**src/rtl/pong_pkg.sv**
```systemverilog
// Shared constants and types for the pong paddle path.
// POS_W        : width of a paddle Y position.
// PADDLE_H     : paddle height in display lines.
// SCREEN_H     : visible display lines.
// DEADZONE_DEF : default offset removed from the scaled pot reading.
// MAX_POS_DEF  : default top-of-paddle clamp (last line the paddle fits at).
package pong_pkg;

  localparam int unsigned POS_W        = 10;
  localparam int unsigned PADDLE_H     = 50;
  localparam int unsigned SCREEN_H     = 480;
  localparam int unsigned DEADZONE_DEF = 41;
  localparam int unsigned MAX_POS_DEF  = SCREEN_H - PADDLE_H;

  typedef logic [POS_W-1:0] pos_t;

endpackage

```
**src/rtl/sample_window.sv**
```systemverilog
// Moving-average window: shift register of the last 2^AVG_LOG2 samples plus a running sum.
// The first accepted sample after reset fills every tap so the average starts at that value.
// clk          : clock.
// reset        : asynchronous active-high reset.
// sample_valid : strobe qualifying sample.
// sample       : raw 8-bit pot value.
// sum          : registered sum of the window taps.
// sum_valid    : registered strobe, high the cycle after an accepted sample.
module sample_window #(
  parameter int unsigned AVG_LOG2 = 2
) (
  input  logic                  clk,
  input  logic                  reset,
  input  logic                  sample_valid,
  input  logic [7:0]            sample,
  output logic [8+AVG_LOG2-1:0] sum,
  output logic                  sum_valid
);

  localparam int unsigned Depth = 1 << AVG_LOG2;
  localparam int unsigned SumW  = 8 + AVG_LOG2;

  logic [7:0]      win_q [Depth];
  logic [7:0]      win_d [Depth];
  logic [SumW-1:0] sum_q, sum_d;
  logic            primed_q, primed_d;
  logic            valid_q, valid_d;

  always_comb begin
    win_d    = win_q;
    sum_d    = sum_q;
    primed_d = primed_q;
    valid_d  = sample_valid;
    if (sample_valid) begin
      if (!primed_q) begin
        for (int i = 0; i < int'(Depth); i++) win_d[i] = sample;
        sum_d    = SumW'(sample) << AVG_LOG2;
        primed_d = 1'b1;
      end else begin
        win_d[0] = sample;
        for (int i = 1; i < int'(Depth); i++) win_d[i] = win_q[i-1];
        // Intermediate wrap is harmless: the true result always fits SumW bits.
        sum_d = sum_q + SumW'(sample) - SumW'(win_q[Depth-1]);
      end
    end
  end

  always_ff @(posedge clk or posedge reset) begin
    if (reset) begin
      for (int i = 0; i < int'(Depth); i++) win_q[i] <= '0;
      sum_q    <= '0;
      primed_q <= 1'b0;
      valid_q  <= 1'b0;
    end else begin
      win_q    <= win_d;
      sum_q    <= sum_d;
      primed_q <= primed_d;
      valid_q  <= valid_d;
    end
  end

  assign sum       = sum_q;
  assign sum_valid = valid_q;

endmodule

```
**src/rtl/paddle_position_filter.sv**
```systemverilog
// Turns a raw potentiometer sample stream into a stable paddle Y position.
// Pipeline: window/sum -> scale -> deadzone, clamp and hysteresis -> registered pos.
// clk          : pixel clock.
// reset        : asynchronous active-high reset, clears all state.
// sample_valid : one-cycle strobe qualifying sample.
// sample       : raw pot value 0..255.
// pos          : filtered paddle position 0..MAX_POS, stable between pos_valid strobes.
// pos_valid    : one strobe per accepted sample, three cycles after it.
// pos_changed  : coincident with pos_valid when pos took a new value.
module paddle_position_filter
  import pong_pkg::*;
#(
  parameter int unsigned AVG_LOG2 = 2,
  parameter int unsigned DEADZONE = DEADZONE_DEF,
  parameter int unsigned MAX_POS  = MAX_POS_DEF,
  parameter int unsigned HYST     = 3
) (
  input  logic             clk,
  input  logic             reset,
  input  logic             sample_valid,
  input  logic [7:0]       sample,
  output logic [POS_W-1:0] pos,
  output logic             pos_valid,
  output logic             pos_changed
);

  localparam logic [8:0] DzW   = 9'(DEADZONE);
  localparam pos_t       MaxP  = POS_W'(MAX_POS);
  localparam pos_t       HystW = POS_W'(HYST);

  logic [8+AVG_LOG2-1:0] win_sum;
  logic                  win_valid;

  sample_window #(
    .AVG_LOG2 (AVG_LOG2)
  ) u_sample_window (
    .clk          (clk),
    .reset        (reset),
    .sample_valid (sample_valid),
    .sample       (sample),
    .sum          (win_sum),
    .sum_valid    (win_valid)
  );

  // Stage 2: average and fixed x2 scale.
  logic [8:0] scaled_q, scaled_d;
  logic       scaled_valid_q;

  always_comb begin
    scaled_d = {8'(win_sum >> AVG_LOG2), 1'b0};
  end

  // Stage 3: deadzone, clamp, hysteresis against the committed pos.
  pos_t       pos_q, pos_d;
  logic       pos_valid_q, pos_valid_d;
  logic       pos_changed_q, pos_changed_d;
  logic       seen_q, seen_d;  // at least one output since reset
  logic [8:0] d_off;
  pos_t       cand;
  pos_t       delta;
  logic       take;

  always_comb begin
    d_off = '0;
    cand  = '0;
    if (scaled_q >= DzW) begin
      d_off = scaled_q - DzW;
      cand  = (pos_t'(d_off) > MaxP) ? MaxP : pos_t'(d_off);
    end
    delta = (cand >= pos_q) ? (cand - pos_q) : (pos_q - cand);
    take  = !seen_q || (delta >= HystW);

    pos_d         = pos_q;
    pos_valid_d   = scaled_valid_q;
    pos_changed_d = 1'b0;
    seen_d        = seen_q;
    if (scaled_valid_q) begin
      seen_d        = 1'b1;
      pos_changed_d = take;
      if (take) pos_d = cand;
    end
  end

  always_ff @(posedge clk or posedge reset) begin
    if (reset) begin
      scaled_q       <= '0;
      scaled_valid_q <= 1'b0;
      pos_q          <= '0;
      pos_valid_q    <= 1'b0;
      pos_changed_q  <= 1'b0;
      seen_q         <= 1'b0;
    end else begin
      scaled_q       <= scaled_d;
      scaled_valid_q <= win_valid;
      pos_q          <= pos_d;
      pos_valid_q    <= pos_valid_d;
      pos_changed_q  <= pos_changed_d;
      seen_q         <= seen_d;
    end
  end

  assign pos         = pos_q;
  assign pos_valid   = pos_valid_q;
  assign pos_changed = pos_changed_q;

endmodule
```
**config.mk**
```make
export PLATFORM = sky130hd
export DESIGN_NAME = paddle_position_filter
export DESIGN_NICKNAME = d
export VERILOG_FILES = /design/src/rtl/pong_pkg.sv /design/src/rtl/sample_window.sv /design/src/rtl/paddle_position_filter.sv
export SDC_FILE = /design/constraint.sdc
export NUM_CORES = 1
export LEC_CHECK = 0
export CORE_MARGIN = 3
export CORE_UTILIZATION = 60
export CTS_BUF_LIST = sky130_fd_sc_hd__clkbuf_2
export DETAILED_ROUTE_END_ITERATION = 16
export PLACE_DENSITY = 0.8
export SYNTH_ARGS = -nofsm -noshare
export SYNTH_HDL_FRONTEND = slang
export SYNTH_HIERARCHICAL = 1
export SYNTH_SLANG_ARGS = --single-unit
export TNS_END_PERCENT = 50
```
**constraint.sdc**
```tcl
create_clock -name clk -period 6.7 [get_ports clk]
set_clock_uncertainty 0.15 [all_clocks]
set_input_delay 1.34 -clock clk [delete_from_list [all_inputs] [get_ports clk]]
set_output_delay 1.34 -clock clk [all_outputs]
set_load 0.01 [all_outputs]
```
==> summary.txt <==
Drt
  – Vias per cell: 5.788
  – Routed wire length: around 8.4 mm
  – Final routed DRC violation total: 0
  – Vias post-DR: 3432
  – Antenna-violating nets left: 0
  – Wire length per cell: 14.21 um
  – Initial DRC count: slightly below 200
  – Drt pass-1 iters: 4

Floorplan
  – Core area: 0.006869 mm2
  – Die area: roughly 0.0082 mm2
  – Placement Rows: 30
  – Vert. Die Dim: 90.77 um
  – Die W: 90.77 um
  – Starting Density: a little over three fifths
  – IO Pins: 23

Critical path
  – Critical path startpoint category: flip-flop
  – Slowest CP cell: a31o_1
  – Max incr delay on CP: 0.63 ns
  – Critical Path RT: roughly 7.0 ns
  – Most common cell on crit path: inv_1
  – Crit path cell chain: inv_1 -> ha_1 -> or4_1 -> a21oi_1 -> a221o_2 -> a21o_1 -> nand2_1 -> a31oi_1 -> inv_1 -> fa_1 -> xor2_1 -> nor4b_1 -> o21ai_0 -> nor4_1 -> a31o_1 -> mux2_4
  – Critical path endpoint category: flip-flop
  – CP arrival: 5.28 ns
  – R2r worst-path depth: 16
  – Crit Path Max Fanout: 10
  – Crit Path Category: flip-flop to flip-flop

Clocking
  – Post-cts repair resize count: 0
  – CTS tree: built
  – TritonCTS buffer count: 9
  – Root Driver: clkbuf_2
  – Clock Path Buffers: 2
  – Clock latency on the worst-skew pair: 0.49 ns
  – CTS H-Tree Depth: 3
  – # hold bufs at CTS: 0
  – Clock sinks: 65
  – Clock transition at path regs: between 0.15 and 0.2 ns
  – Post-CTS Setup Inserts: 0

Final layout
  – P&R area growth vs syn: 7.516%
  – Non-filler instance count after layout: roughly 590
  – Layout Nets: 542
  – Antenna fix cells: 0
  – Share of cells above drive strength 1: 8.853%

Yosys
  – Unique cell type count in the Yosys netlist: 62
  – Synth area leader: dfrtp_1
  – Avg Inst Size Synth: 8.983 um2
  – Main area contributors after synthesis: dfrtp_1, a21oi_1, ha_1
  – Post-synth top area share: 37.72%
  – Post-synth EDFFs: 0
  – Mapped cell area: 0.004312 mm2
  – Synth async-reset ratio: 100.0%
  – Top_reg_cell synth: dfrtp_1
  – Synth Warn #: 6
  – Seq/Total Area, Yosys: 37.72%
  – Post-Syn Instances: 480
  – Syn_nets: 530
  – FF+latch count, synth: 65

Global route
  – Global route overflow: 0
  – First-pass GRT wire length: 14.42 mm
  – Vias in the first global route: 3261
  – Initial antenna violation count: 0
  – Largest net degree at the start of global routing: 78
  – Total track usage: 21.43%

Worst hold path
  – Worst hold path class: flip-flop to flip-flop
  – Hold Path Depth: 0

STA
  – Rel. slew slack: 45.46%
  – Crit share post-route: roughly three quarters
  – Final Hold Fails: 0
  – Worst setup margin: 1.672 ns
  – RSZ-0062 raised after global routing: false
  – Peak Freq: 0.1989 GHz
  – Max Transition Viols Final: 0
  – Final TNS setup: 0 ns
  – Min cycle time layout: around 5.0 ns
  – Slew @ Worst Pin: 0.8172 ns
  – # setup viols final: 0

Place
  – Dpl cells: around 580
  – Post-Place Setup Slack: 1.709 ns
  – HPWL Detailed: about 6 mm
  – # port buffers: 21
  – Gpl congestion: a little over 1

Run
  – Number of max-cap violations: 0

Run status
  – Status: complete, no violations
cells in the final DEF (no fill, tap or decap), types with 3 or more instances in the layout:
master,instances
nor2b_1,5
dfrtp_1,65
xor2_1,6
mux2i_1,8
a21oi_2,3
xnor2_1,6
buf_4,3
nor2_1,53
ha_1,29
clkbuf_2,10
nand2b_1,4
nand2_1,16
nor4_1,3
o21ai_0,16
a31oi_1,3
mux2_4,4
fa_1,10
o211ai_1,3
nor3_1,10
a21o_1,6
o21a_1,5
clkdlybuf4s50_1,20
nand3_1,6
o21bai_1,4
inv_1,62
a211oi_1,3
a21oi_1,78
mux2_2,9
metrics by stage:
stage | instance area, um2 | util, % | hold slack, ns
3_5_place_dp | 4527 | 65.90 | 0.1863
3_3_place_gp | 4527 | 65.90 | 0.1851
6_report | 4636 | 67.49 | 0.1912
4_1_cts | 4636 | 67.49 | 0.1931
2_1_floorplan | 4312 | - | 0.1812
5_1_grt | 4636 | 67.49 | 0.2115
logic make-up after synthesis:
| logic type | synth area share [%] |
|---|---|
| AND/OR/NAND/NOR | 12.01 |
| adder cells (fa/ha/maj) | 13.06 |
| flip-flops | 37.72 |
| multiplexers | 5.601 |
| other | 0.08697 |
| XOR/XNOR | 2.438 |
| AO/OA/AOI/OAI | 20.52 |
| buffers and inverters | 8.561 |
layout make-up:
cell class	instances	area, um2
clock buffer	10	50.05
clock inverter	6	58.81
tap	96	120.1
inverter	63	236.5
multi-input combinational	329	2316
fill	577	2233
sequential	65	1627
timing repair buffer	24	227.7
registers in the layout, indices dropped and copies added (netlist names):
signal	count
u_sample_window/sum_valid	1
u_sample_window/primed_q	1
scaled_q	8
pos	9
seen_q	1
pos_changed	1
pos_valid	1
u_sample_window/win_q	32
pos_valid_d	1
u_sample_window/sum	10
Yosys cell counts (all sizes together), types with 3 or more instances:
master and instances:
nor2 53, nand3 6, inv 63, a31o 3, or2 3, nor2b 5
a21oi 82, mux2 13, a21o 7, o21ai 18, o211ai 3, mux2i 8
nor3 10, buf 12, nor4 3, dfrtp 65, fa 10, o21bai 4
a211oi 3, xnor2 6, clkbuf 11, nand2b 4, ha 29, nand2 17
a31oi 3, xor2 6, o21a 5
worst max-delay path: cells and delay by family, from the launching register on:
family / cells / cell delay (ns)
AOI/OAI and AO/OA: 6 / 1.60
xor gates and xnor gates: 1 / 0.18
adders and majority gates: 2 / 0.73
buffers and inverters: 2 / 0.22
DFF: 1 / 0.43
muxes: 1 / 0.36
and+or+nand+nor: 4 / 1.28
final timing paths:
| path | slack [ns] | startpoint | to |
|---|---|---|---|
| max | 1.67 | scaled_q[1] | pos[3] |
| min | 0.19 | u_sample_window/sum_valid | pos_valid_d |
| max reg2reg | 1.67 | scaled_q[1] | pos[3] |
| min reg2reg | 0.19 | u_sample_window/sum_valid | pos_valid_d |
| max in group asynchronous | 4.70 | reset | scaled_q[8] |
| min in group asynchronous | 1.13 | reset | u_sample_window/win_q[0] |
per-layer routing:
| metal | wire (um) | GRT usage [%] |
|---|---|---|
| met1 | 3596 | 25.86 |
| met2 | 4267 | 37.06 |
| met5 | 0 | 0 |
| met3 | 322 | 3.750 |
| met4 | 243 | 10.30 |
Power is left out: the tool's default activity adds up to more than one toggle a clock period on the data nets, which glitch-free logic cannot reach.
